### config.mk
export PLATFORM = sky130hd
export DESIGN_NAME = booth_mult_seq_flat
export DESIGN_NICKNAME = d
export VERILOG_FILES = /design/src/rtl/booth_pkg.sv /design/src/rtl/booth_mult_seq_if.sv /design/src/rtl/booth_digit_enc.sv /design/src/rtl/booth_mult_seq.sv /design/src/flat_wrapper.sv
export SDC_FILE = /design/constraint.sdc
export NUM_CORES = 1
export LEC_CHECK = 0
export BUFFER_PORTS_ARGS = -buffer_cell sky130_fd_sc_hd__buf_2
export CORE_ASPECT_RATIO = 1.1
export CORE_UTILIZATION = 60
export DETAILED_ROUTE_END_ITERATION = 10
export HOLD_SLACK_MARGIN = 0.08
export PLACE_DENSITY_LB_ADDON = 0.05
export SLEW_MARGIN = 20
export SYNTH_ARGS = -nofsm -noshare
export SYNTH_HDL_FRONTEND = slang
export SYNTH_SLANG_ARGS = --single-unit
### constraint.sdc
create_clock -name clk -period 7.8 [get_ports clk]
set_input_delay 1.17 -clock clk [delete_from_list [all_inputs] [get_ports clk]]
set_output_delay 1.17 -clock clk [all_outputs]
set_load 0.01 [all_outputs]
### src/rtl/booth_pkg.sv
// Shared types for the sequential radix-4 Booth multiplier: default width,
// digit encoding and controller states.
package booth_pkg;

   localparam int W_DEFAULT = 8;

   typedef struct packed {
      logic single;
      logic double;
      logic negate;
   } booth_digit_t;

   typedef enum logic [1:0] {IDLE, RUN, DONE} state_t;

endpackage

### src/rtl/booth_mult_seq_if.sv
// Start/ready/done handshake and operand/product bus of the Booth multiplier.
interface booth_mult_seq_if #(parameter int W = booth_pkg::W_DEFAULT);
   logic           start;
   logic [W-1:0]   a;
   logic [W-1:0]   b;
   logic           ready;
   logic           done;
   logic [2*W-1:0] p;

   modport master (output start, a, b, input ready, done, p);
   modport slave  (input start, a, b, output ready, done, p);
endinterface

### src/rtl/booth_digit_enc.sv
// Combinational radix-4 Booth recoder: one 3-bit multiplier window to a digit.
module booth_digit_enc
   import booth_pkg::*;
(
   input  logic [2:0]   win,
   output booth_digit_t dig
);

   assign dig.single = win[0] ^ win[1];
   assign dig.double = (win[2] & ~win[1] & ~win[0]) | (~win[2] & win[1] & win[0]);
   assign dig.negate = win[2];

endmodule

### src/rtl/booth_mult_seq.sv
// Sequential radix-4 Booth multiplier: one digit per clock through a single
// shared recoder and adder, signed 2W-bit product after W/2 RUN cycles.
module booth_mult_seq
   import booth_pkg::*;
#(
   parameter int W = W_DEFAULT
) (
   input  logic             clk,
   input  logic             rst,
   booth_mult_seq_if.slave  bus
);

   localparam int D  = W / 2;
   localparam int CW = (D > 1) ? $clog2(D) : 1;

   state_t         state;
   logic [2*W-1:0] mcand;
   logic [W+1:0]   breg;
   logic [2*W-1:0] acc;
   logic [CW-1:0]  cnt;
   logic           ready_q;
   logic           done_q;
   logic [2*W-1:0] p_q;

   booth_digit_t   dig;
   logic [2*W-1:0] mag;
   logic [2*W-1:0] pp;
   logic [2*W-1:0] acc_nxt;

   booth_digit_enc u_enc (
      .win (breg[2:0]),
      .dig (dig)
   );

   // Magnitude is kept at 2W so 2*mcand of -2^(W-1) cannot wrap; window 111
   // negates a zero magnitude and must contribute exactly zero.
   always_comb begin
      mag = '0;
      if (dig.single)
         mag = mcand;
      else if (dig.double)
         mag = mcand << 1;
      pp      = dig.negate ? (~mag + 1'b1) : mag;
      acc_nxt = acc + (pp << {cnt, 1'b0});
   end

   always_ff @(posedge clk) begin
      if (rst) begin
         state   <= IDLE;
         ready_q <= 1'b1;
         done_q  <= 1'b0;
         p_q     <= '0;
         acc     <= '0;
         cnt     <= '0;
         mcand   <= '0;
         breg    <= '0;
      end else begin
         case (state)
            IDLE: begin
               done_q <= 1'b0;
               if (bus.start) begin
                  mcand   <= {{W{bus.a[W-1]}}, bus.a};
                  breg    <= {bus.b[W-1], bus.b, 1'b0};
                  acc     <= '0;
                  cnt     <= '0;
                  ready_q <= 1'b0;
                  state   <= RUN;
               end
            end
            RUN: begin
               acc  <= acc_nxt;
               breg <= {{2{breg[W+1]}}, breg[W+1:2]};
               cnt  <= cnt + 1'b1;
               if (cnt == CW'(D - 1)) begin
                  p_q    <= acc_nxt;
                  done_q <= 1'b1;
                  state  <= DONE;
               end
            end
            DONE: begin
               done_q  <= 1'b0;
               ready_q <= 1'b1;
               state   <= IDLE;
            end
            default: begin
               ready_q <= 1'b1;
               done_q  <= 1'b0;
               state   <= IDLE;
            end
         endcase
      end
   end

   assign bus.ready = ready_q;
   assign bus.done  = done_q;
   assign bus.p     = p_q;

endmodule
### src/flat_wrapper.sv
// flat-port wrapper written by rule: the top's interface ports become plain ports
module booth_mult_seq_flat import booth_pkg::*;
#(
   parameter int W = W_DEFAULT
)
  (clk, rst, bus_start, bus_a, bus_b, bus_ready, bus_done, bus_p);
  booth_mult_seq_if #(.W(W)) bus_i ();
  input  logic clk;
  input  logic rst;
  input wire logic [$bits(bus_i.start)-1:0] bus_start;
  input wire logic [$bits(bus_i.a)-1:0] bus_a;
  input wire logic [$bits(bus_i.b)-1:0] bus_b;
  output wire logic [$bits(bus_i.ready)-1:0] bus_ready;
  output wire logic [$bits(bus_i.done)-1:0] bus_done;
  output wire logic [$bits(bus_i.p)-1:0] bus_p;
  assign bus_i.start = bus_start;
  assign bus_i.a = bus_a;
  assign bus_i.b = bus_b;
  assign bus_ready = bus_i.ready;
  assign bus_done = bus_i.done;
  assign bus_p = bus_i.p;
  booth_mult_seq #(.W(W)) u_core (.clk(clk), .rst(rst), .bus(bus_i));
endmodule
==> impl_results.md, run 1 <==
* Max-Cap Viols at 0
* Yosys reg bits at 56
* M3 GR Usage at 3.15%
* Detailed-route via count at 3,569
* Clk slew on worst S/H paths at 0.10 ns
* Clock Latency Late Sink at 0.30 ns
* Worst reg2reg setup slack at 2.85 ns
* Worst Setup Start Kind: flop
* Place WS at 3.01 ns
* Gate Count Post-Synth at around 480
* Netlist Area Pre-Place at 0.00374 mm^2
* Setup Buffers After CTS at 0
* WP data required at 8.00 ns
* H-tree Lvls at 2
* CP Class: reg2reg
* Distinct cells, synth at 67
* Die area at 0.00655 mm^2
* Initial core utilization at roughly 64%
* Post-Syn Nets at 515
* Worst slew pin tran at approximately 0.87 ns
* Period utilization at between 60% and 70%
* Crit path time final at 4.95 ns
* Reg2Reg Launch Point: u_core.breg[0]$_SDFFE_PP0P_
* Post-synth EDFFs at 0
* Hold buffer count at CTS at 0
* Clk_skew at around 0.0056 ns
* Bufs on Longest Clock Path at 2
* GRT overflow at 0
* Met1 Use GR at 38.3%
* Leakage dissipation at approximately 0.0016 uW
* Mean number of vias per cell at between 6 and 7
* Cell taking the most area after synthesis: dfxtp_1
* Critical Path Fanout Max at 16
* WL/cell at 15.5 um
* Initial antenna violation count at 0
* Worst R2R Path Depth at 19
* GRT busiest layer: met2
* Detailed-placement wirelength estimate at around 6400 um
* Syn_area_per_cell at 7.85 um^2
* Worst Hold Launch: u_core.bus.p[7]$_SDFFE_PP0P_
* Non-Filler Instances at around 570
* CP Data Arrival Time at 5.15 ns
* DRC viols at 0
* Routed wire length at ~8800 um
* Top cells by area, synth: dfxtp_1 30%, ha_1 6.4%, nor2_1 6.3%
* Main combinational cell family by area after synthesis: compound AO/OA/AOI/OAI gates
* CP endpoint kind: flop
* Num CTS Buffers at 5
* Compound-gate portion of the synthesized area at 25.2%
* F_max at 202 MHz
* Rel. slew slack at 41.8%
* Post-CTS sizing at 0
* Root Driver: clkbuf_8
* Final hold vios at 0
* DP Cell Count at roughly 560
* RSZ-0062 raised after global routing: false
* Drt pass-1 iters at 5
* Global routing met2 resource utilization at 45.5%
* Net count, final at 532
* Post-synth top flop: dfxtp_1
* Synth Area in Adders at 6.89%
* Total track usage at 27.6%
* Mux contribution to synthesized area at 5.69%
* Peak VDD IR at 0.111 mV
* Switching power share of the total at 32.3%
* FFs w/ async S/R, synth at 0%
* Area Growth Syn to Fin at 6.89%
* Die Wd at 77.3 um
* Flop pwr share at 49.1%
* Clock group share of total power at 25.3%
* Vias in the first global route at 3,153
* WHS Path Cells at 2
* Routed Antenna Nets at 0
* IO buf count at 36
* Power Dens Cells at 163 mW/mm^2
* Worst setup margin at 2.85 ns
* Final Setup Violations at 0
* Sw power at 210 uW
* Post-route setup TNS at 0 ns
* Synth top area share at 30.0%
* Largest net degree at the start of global routing at 54
* Chip Height at 84.8 um
* # IOs at 37
* Clock sinks at 56
* Proportion of layout cells with a drive suffix above 1 at 13.2%
* Row Count at 29
* Post-Synth Simple-Gate Area at 23.0%
* CTS tree: built
* Reg2reg end: u_core.bus.p[15]$_SDFFE_PP0P_
* Max Slew Vio Count at 0
* Top cells by count, synth: 63 x nor2_1, 57 x nand2_1, 56 x dfxtp_1
* Int Pwr at approximately 440 uW
* Syn. warnings at 0
* First-pass GRT wire length at 14,700 um
* Core Util, Final at 68.0%
* Count leader, synth: nor2_1
* 1st-iter DRT viols at 247
* HP Class: reg2reg
* Outcome: complete, no violations
* Hold Path Sink: u_core.bus.p[7]$_SDFFE_PP0P_
* Number of diodes at 0
* Xor-xnor portion of the synthesized cell area at 4.25%
* Register area share after synthesis at 30.0%
* Gpl congestion at 0.951
* Combinational power share at 25.6%
* CORE AREA at 0.00588 mm^2
==> worst max-delay path, cell delays in order, from the launching register on <==
cell and delay (ns):
dfxtp_1 0.78, nor3b_1 0.22, or2_1 0.33, a22o_1 0.21
inv_1 0.06, ha_1 0.17, a21boi_0 0.26, nand4_1 0.16
nor3_1 0.26, and3_1 0.27, nor4_1 0.07, a211oi_1 0.24
ha_1 0.34, a21oi_1 0.23, o211ai_1 0.12, o22ai_1 0.34
o21ai_0 0.29, nand2_1 0.12, mux2i_1 0.07, a311o_1 0.32
==> layout make-up <==
cell class | instances | area [um^2]
fillers | 514 | 1880
multi-input cells | 377 | 2430
well taps | 77 | 96.3
clock buffers | 8 | 90.1
inverters | 13 | 48.8
repair buffers | 40 | 210
flip-flops and latches | 56 | 1120
==> metal layers <==
metal / vias to the layer above / share of wire, %
li1: 1764 / -
met1: 1685 / 46
met2: 109 / 47
met3: 11 / 6.3
met4: 0 / 1.0
met5: - / 0
==> metrics by stage <==
stage | area, um^2 | power [uW] | hold WS (ns)
4_1_cts | 4000 | 653 | 0.461
3_5_place_dp | 3910 | 489 | 0.447
5_1_grt | 4000 | 684 | 0.491
2_1_floorplan | 3740 | 453 | 0.453
3_3_place_gp | 3910 | 486 | 0.439
6_report | 4000 | 651 | 0.456
==> logic make-up after synthesis <==
kind of cell,after synthesis
AND/OR/NAND/NOR,186
AO/OA/AOI/OAI,134
flip-flops,56
buffers and inverters,43
multiplexers,21
adder cells (fa/ha/maj),20
XOR/XNOR,16
==> power groups by stage <==
stage / clock (uW) / combinational [uW] / sequential, uW
2_1_floorplan: 0 / 141 / 312
3_3_place_gp: 0 / 161 / 325
3_5_place_dp: 0 / 164 / 325
4_1_cts: 169 / 164 / 319
5_1_grt: 179 / 183 / 322
6_report: 164 / 167 / 320
==> placed cells by master (no fill, tap or decap), drive strengths merged, types with 7 or more instances in the layout <==
cell type   n
nor3       13
a211oi      8
o21ai      21
inv        13
clkbuf      8
nand2      57
nand3      18
o22ai       7
dfxtp      56
buf        40
xnor2      12
nor2       63
mux2i      19
a21oi      27
ha         19
a22oi      12
==> registers in the layout (all words and copies together) (netlist names) <==
name              flops
u_core.acc           16
u_core.bus.p         16
u_core.breg          10
u_core.mcand          8
u_core.cnt            2
u_core.state          2
u_core.bus.done       1
u_core.bus.ready      1
==> how the worst max path moves through the flow <==
stage                     slack [ns]                            end                         from
after detailed placement        3.01  u_core.bus.p[15]$_SDFFE_PP0P_  u_core.breg[0]$_SDFFE_PP0P_
after global routing            2.44  u_core.bus.p[15]$_SDFFE_PP0P_  u_core.breg[0]$_SDFFE_PP0P_
after CTS                       2.96  u_core.bus.p[15]$_SDFFE_PP0P_  u_core.breg[0]$_SDFFE_PP0P_
after global placement          3.18  u_core.bus.p[15]$_SDFFE_PP0P_  u_core.breg[0]$_SDFFE_PP0P_
after floorplan                 3.66  u_core.bus.p[15]$_SDFFE_PP0P_  u_core.breg[1]$_SDFFE_PP0P_
final                           2.85  u_core.bus.p[15]$_SDFFE_PP0P_  u_core.breg[0]$_SDFFE_PP0P_
No activity file was read; power rests on OpenSTA's default activity.
==> run 2, diff against run 1 <==
Clock period 7.8 ns to 5.1 ns, I/O delays scaled along.
==> impl_results.md, run 2 (synthesized netlist as in run 1, its figures left out) <==
* Post-route setup TNS at 0 ns
* Bufs on Longest Clock Path at 2
* Chip Height at around 85 um
* Vias in the first global route at between 3,000 and 4,000
* WL/cell at around 15 um
* Gpl congestion at 0.919
* Row Count at 29
* Largest net degree at the start of global routing at 54
* Total track usage at between 20 and 30%
* Clk slew on worst S/H paths at 0.10 ns
* Routed wire length at 8780 um
* Clk_skew at 0.00415 ns
* Min Hold Slack at 0.456 ns
* Worst Setup Start Kind: flop
* WP data required at 5.30 ns
* Worst R2R Path Depth at 19
* Power Dens Cells at about 260 mW/mm^2
* Rel. slew slack at 42.7%
* GRT overflow at 0
* M3 GR Usage at 3.26%
* Proportion of layout cells with a drive suffix above 1 at 13.9%
* Hold buffer count at CTS at 0
* Net count, final at 535
* Max Slew Vio Count at 0
* DRC viols at 0
* Met1 Use GR at 37.5%
* Clock sinks at 56
* Period utilization at around nine tenths
* WHS Path Cells at 2
* Max-Cap Viols at 0
* Number of diodes at 0
* # IOs at 37
* First-pass GRT wire length at 14,900 um
* Clock Latency Late Sink at ~0.30 ns
* Initial antenna violation count at 0
* F_max at 218 MHz
* Global routing met2 resource utilization at 46.9%
* Root Driver: clkbuf_8
* Reg2reg end: u_core.bus.p[15]$_SDFFE_PP0P_
* Detailed-placement wirelength estimate at approximately 6500 um
* Num CTS Buffers at 5
* Worst reg2reg setup slack at 0.52 ns
* Post-CTS sizing at 0
* Total power at 1030 uW
* 1st-iter DRT viols at 320
* CP startpoint: u_core.breg[2]$_SDFFE_PP0P_
* Die area at 0.00655 mm^2
* Initial core utilization at 63.6%
* Area Growth Syn to Fin at 7.97%
* CP Class: reg2reg
* CP endpoint kind: flop
* Drt pass-1 iters at 5
* Area used by multi-input combinational logic at 0.00243 mm^2
* Worst Hold Launch: u_core.bus.p[8]$_SDFFE_PP0P_
* Routed Antenna Nets at 0
* Commonest non-fill, non-tap cell in the layout: nor2_1
* Worst slew pin tran at 0.856 ns
* Setup Buffers After CTS at 0
* CTS tree: built
* Leakage dissipation at about 0.0016 uW
* Outcome: complete, no violations
* Reg2Reg Launch Point: u_core.breg[2]$_SDFFE_PP0P_
* GRT busiest layer: met2
* Filler Cells Inserted at 535
* Mean number of vias per cell at a little over 6
* Final Setup Violations at 0
* RSZ-0062 raised after global routing: false
* Hold Path Sink: u_core.bus.p[8]$_SDFFE_PP0P_
* CORE AREA at about 0.0059 mm^2
* Crit path time final at roughly 4.6 ns
* Critical Path Fanout Max at 5
* Die Wd at a little under 80 um
* Final hold vios at 0
* HP Class: reg2reg
* CP Data Arrival Time at 4.78 ns
* Detailed-route via count at roughly 3,500
* H-tree Lvls at 2
* Most frequent cells in the layout: 63 x nor2_1, 57 x nand2_1, 56 x dfxtp_1
* IO buf count at 36
* Peak VDD IR at 0.151 mV
* Seq. cell area at 0.00112 mm^2
run 2: changes by cell type in the layout (fill, tap and decap cells not counted):
cell	previous run	this run
clkinv_2	0	1
bufinv_16	0	1
clkbuf_1	2	1
buf_4	4	7
clkbuf_8	6	5
run 2: worst max-delay path by stage:
stage                                    end  cells past startpoint
4_1_cts        u_core.bus.p[15]$_SDFFE_PP0P_                     19
5_1_grt        u_core.bus.p[15]$_SDFFE_PP0P_                     19
3_5_place_dp   u_core.bus.p[15]$_SDFFE_PP0P_                     19
6_report       u_core.bus.p[15]$_SDFFE_PP0P_                     19
3_3_place_gp   u_core.bus.p[15]$_SDFFE_PP0P_                     19
2_1_floorplan  u_core.bus.p[15]$_SDFFE_PP0P_                     21
run 2: area by class of cell:
cell class              count  share of cell area, %
flip-flops and latches     56                   27.8
multi-input cells         377                   60.2
clock inverters             2                  0.868
well taps                  77                   2.39
repair buffers             43                   5.77
inverters                  13                   1.21
clock buffers               6                   1.80
run 2: metal layers:
| layer | up-vias | routed length (um) |
|---|---|---|
| li1 | 1765 | - |
| met1 | 1639 | 4170 |
| met2 | 89 | 4170 |
| met3 | 14 | 328 |
| met4 | 0 | 113 |
| met5 | - | 0 |
run 2: stage by stage:
stage,std cells,instance area (um^2),worst slack [ns],utilization (%)
6_report,574,4040,0.516,68.7
5_1_grt,574,4040,0.152,68.7
4_1_cts,574,4040,0.612,68.7
3_5_place_dp,566,3930,0.660,66.8
3_3_place_gp,566,3930,0.807,66.8
2_1_floorplan,476,3740,0.964,-
run 2: report_power, final:
| group | total [uW] | switching (uW) | internal (uW) |
|---|---|---|---|
| registers | 481 | 24.9 | 456 |
| clock network | 286 | 140 | 146 |
| logic | 264 | 155 | 109 |
| total | 1030 | 320 | 711 |
run 2: worst max-delay path, stage by stage, from the launching register on:
cell and delay [ns]:
dfxtp_1 0.37, and3b_4 0.23, or2_1 0.29, a22o_1 0.21, inv_1 0.06, ha_1 0.19
a21boi_0 0.25, nand4_1 0.16, nor3_1 0.24, and3_1 0.27, nor4_1 0.06, a211oi_1 0.28
ha_1 0.35, a21oi_1 0.21, o211ai_1 0.13, o22ai_1 0.35, o21ai_0 0.29, nand2_1 0.12
mux2i_1 0.07, a311o_1 0.33
==> run 3, diff against run 2 <==
Settings changed: ABC_AREA set to 1, CORE_UTILIZATION 60 to 59.
Clock period 5.1 ns to 4.6 ns, I/O delays scaled along.
==> impl_results.md, run 3 <==
* Drt pass-1 iters at 7
* Routed Antenna Nets at 0
* Top cells by count, synth: 138 x nand2_1, 56 x dfxtp_1, 50 x inv_1
* IO buf count at 36
* Worst setup margin at 0.711 ns
* GRT busiest layer: met2
* FFs w/ async S/R, synth at 0%
* Commonest non-fill, non-tap cell in the layout: nand2_1
* Register area share after synthesis at 32.9%
* H-tree Lvls at 2
* 1st-iter DRT viols at 172
* GRT overflow at 0
* Clk_skew at 0.0110 ns
* Post-synth top flop: dfxtp_1
* Critical Path End: u_core.acc[11]$_SDFFE_PP0P_
* Worst Setup Start Kind: flop
* Period utilization at 84.6%
* Reg2Reg Launch Point: u_core.breg[2]$_SDFFE_PP0P_
* Bufs on Longest Clock Path at 2
* Area Growth Syn to Fin at 10.0%
* Cell taking the most area after synthesis: dfxtp_1
* Yosys reg bits at 56
* RSZ-0062 raised after global routing: false
* Place WS at 0.850 ns
* Clock Latency Late Sink at 0.32 ns
* Leakage dissipation at between 0.0015 and 0.002 uW
* Gpl congestion at 0.937
* Netlist Area Pre-Place at 0.00341 mm^2
* Final Setup Violations at 0
* Mean number of vias per cell at 5.44
* Global routing met2 resource utilization at 43.3%
* Detailed-route via count at ~3,300
* Routed wire length at roughly 8100 um
* Detailed-placement wirelength estimate at 5910 um
* Clk slew on worst S/H paths at 0.11 ns
* Gate Count Post-Synth at a little over 500
* Reg2reg end: u_core.acc[11]$_SDFFE_PP0P_
* Hold buffer count at CTS at 0
* Die Wd at 74.4 um
* Num CTS Buffers at 5
* Non-Filler Instances at 613
* Most frequent cells in the layout: 138 x nand2_1, 56 x dfxtp_1, 50 x inv_1
* Final hold vios at 0
* First-pass GRT wire length at 13,200 um
* Rel. slew slack at 45.5%
* DRC viols at 0
* Power Dens Cells at 347 mW/mm^2
* Worst slew pin tran at between 0.8 and 0.9 ns
* Critical Path Fanout Max at 9
* CORE AREA at approximately 0.0055 mm^2
* Post-Syn Nets at 550
* Core Util, Final at roughly two thirds
* Die area at 0.00608 mm^2
* Top cells by area, synth: dfxtp_1 33%, nand2_1 15%, ha_1 7.0%
* Critical path, cell by cell: inv_4 > nand2_2 > nand3_1 > nand2_1 > inv_1 > ha_1 > nor2_1 > xnor2_1 > inv_1 > o21ai_0 > nor2_1 > ha_1 > nand3_1 > nand2_1 > nand2_1 > nand3_1 > a21oi_1 > or2_2 > nand3_1 > xor2_1 > nand2_1 > a21oi_1
* Filler Cells Inserted at 480
* WP data required at 4.85 ns
* Worst reg2reg setup slack at 0.71 ns
* Net count, final at between 500 and 600
* Initial antenna violation count at 0
* HP Class: reg2reg
* M3 GR Usage at ~4.3%
* CP Data Arrival Time at 4.14 ns
* Chip Height at 81.7 um
* Synth top area share at 32.9%
* Distinct cells, synth at 39
* Worst R2R Path Depth at 22
* CP startpoint: u_core.breg[2]$_SDFFE_PP0P_
* Syn_area_per_cell at 6.66 um^2
* Proportion of layout cells with a drive suffix above 1 at between 10 and 15%
* CP Class: reg2reg
* Row Count at 28
* Seq. cell area at 0.00112 mm^2
* CP endpoint kind: flop
* Peak VDD IR at 0.195 mV
* Largest net degree at the start of global routing at 31
* Setup Buffers After CTS at 0
* Post-CTS sizing at 0
* Count leader, synth: nand2_1
* Post-synth EDFFs at 0
* Met1 Use GR at 40.4%
* F_max at roughly 260 MHz
* Total track usage at 28.0%
* Crit path time final at 3.89 ns
* Syn. warnings at 0
* # IOs at 37
* Initial core utilization at approximately 62%
* Area used by multi-input combinational logic at between 0.0015 and 0.002 mm^2
* CTS tree: built
* WL/cell at 13.2 um
* Slowest cell on crit path: dfxtp_1
* Total power at 1300 uW
* Max-Cap Viols at 0
* Number of diodes at 0
* Vias in the first global route at roughly 2,900
* Root Driver: clkbuf_8
* Clock sinks at 56
* Max Slew Vio Count at 0
* Outcome: complete, no violations
* Post-route setup TNS at 0 ns
* Largest stage delay, worst path at 0.58 ns
* DP Cell Count at approximately 610
==> run 3: changes by cell type in the layout (fill, tap and decap cells not counted), moves of 8 or more <==
cell | previous run | this run
nor3_1 | 13 | 2
inv_1 | 13 | 50
nand2_2 | 0 | 8
mux2i_1 | 19 | 1
a22oi_1 | 11 | 1
o21ai_0 | 15 | 39
nor2_1 | 63 | 45
a21oi_1 | 26 | 37
a211oi_1 | 8 | 0
nand2_1 | 57 | 138
nand3_1 | 18 | 35
==> run 3: critical path: cells and delay by family, from the launching register on <==
| kind | cells | cell delay (ns) |
|---|---|---|
| flops | 1 | 0.58 |
| xor+xnor | 2 | 0.44 |
| fa+ha+maj | 2 | 0.58 |
| buf+inv | 3 | 0.23 |
| compound gates | 3 | 0.45 |
| simple gates | 12 | 1.55 |
==> run 3: worst min-delay path by stage <==
stage	slack, ns	end	cells after the start	startpoint
after floorplan	0.44	u_core.breg[1]$_SDFFE_PP0P_	2	u_core.breg[3]$_SDFFE_PP0P_
after global placement	0.45	u_core.breg[4]$_SDFFE_PP0P_	2	u_core.breg[6]$_SDFFE_PP0P_
after detailed placement	0.45	u_core.breg[9]$_SDFFE_PP0P_	2	u_core.breg[9]$_SDFFE_PP0P_
after CTS	0.47	u_core.breg[9]$_SDFFE_PP0P_	2	u_core.breg[9]$_SDFFE_PP0P_
after global routing	0.48	u_core.bus.p[10]$_SDFFE_PP0P_	2	u_core.bus.p[10]$_SDFFE_PP0P_
final	0.47	u_core.breg[3]$_SDFFE_PP0P_	2	u_core.breg[5]$_SDFFE_PP0P_
==> run 3: stage by stage <==
stage / area, um^2 / hold WS (ns)
after floorplan: 3410 / 0.436
after global placement: 3620 / 0.446
after detailed placement: 3620 / 0.455
after CTS: 3750 / 0.469
after global routing: 3750 / 0.483
final: 3750 / 0.467
==> run 3: cell families (layout without fill, tap and decap cells) <==
logic type | after synthesis | count (layout) | synth area share, %
AO/OA/AOI/OAI | 108 | 108 | 17.5
XOR/XNOR | 15 | 15 | 3.86
adder cells (fa/ha/maj) | 20 | 20 | 7.57
buffers and inverters | 73 | 100 | 8.38
flip-flops | 56 | 56 | 32.9
multiplexers | 1 | 1 | 0.294
AND/OR/NAND/NOR | 238 | 238 | 29.5
==> run 3: cell type report <==
class | count | share of cell area, %
clock buffer | 5 | 1.84
clock inverter | 2 | 1.60
sequential | 56 | 29.9
timing repair buffer | 38 | 5.21
inverter | 55 | 5.58
multi-input combinational | 382 | 53.4
tap | 75 | 2.50
==> run 3: layer usage <==
metal / up-vias / part of all wire [%]
li1: 1708 / -
met3: 13 / 5.1
met2: 93 / 44
met1: 1518 / 50
met5: - / 0
met4: 0 / 1.4
==> run 3: power breakdown <==
group / switching (uW) / total [uW] / internal, uW
Combinational: 248 / 375 / 127
Clock: 165 / 379 / 214
Sequential: 29.4 / 544 / 515
Total: 442 / 1300 / 857
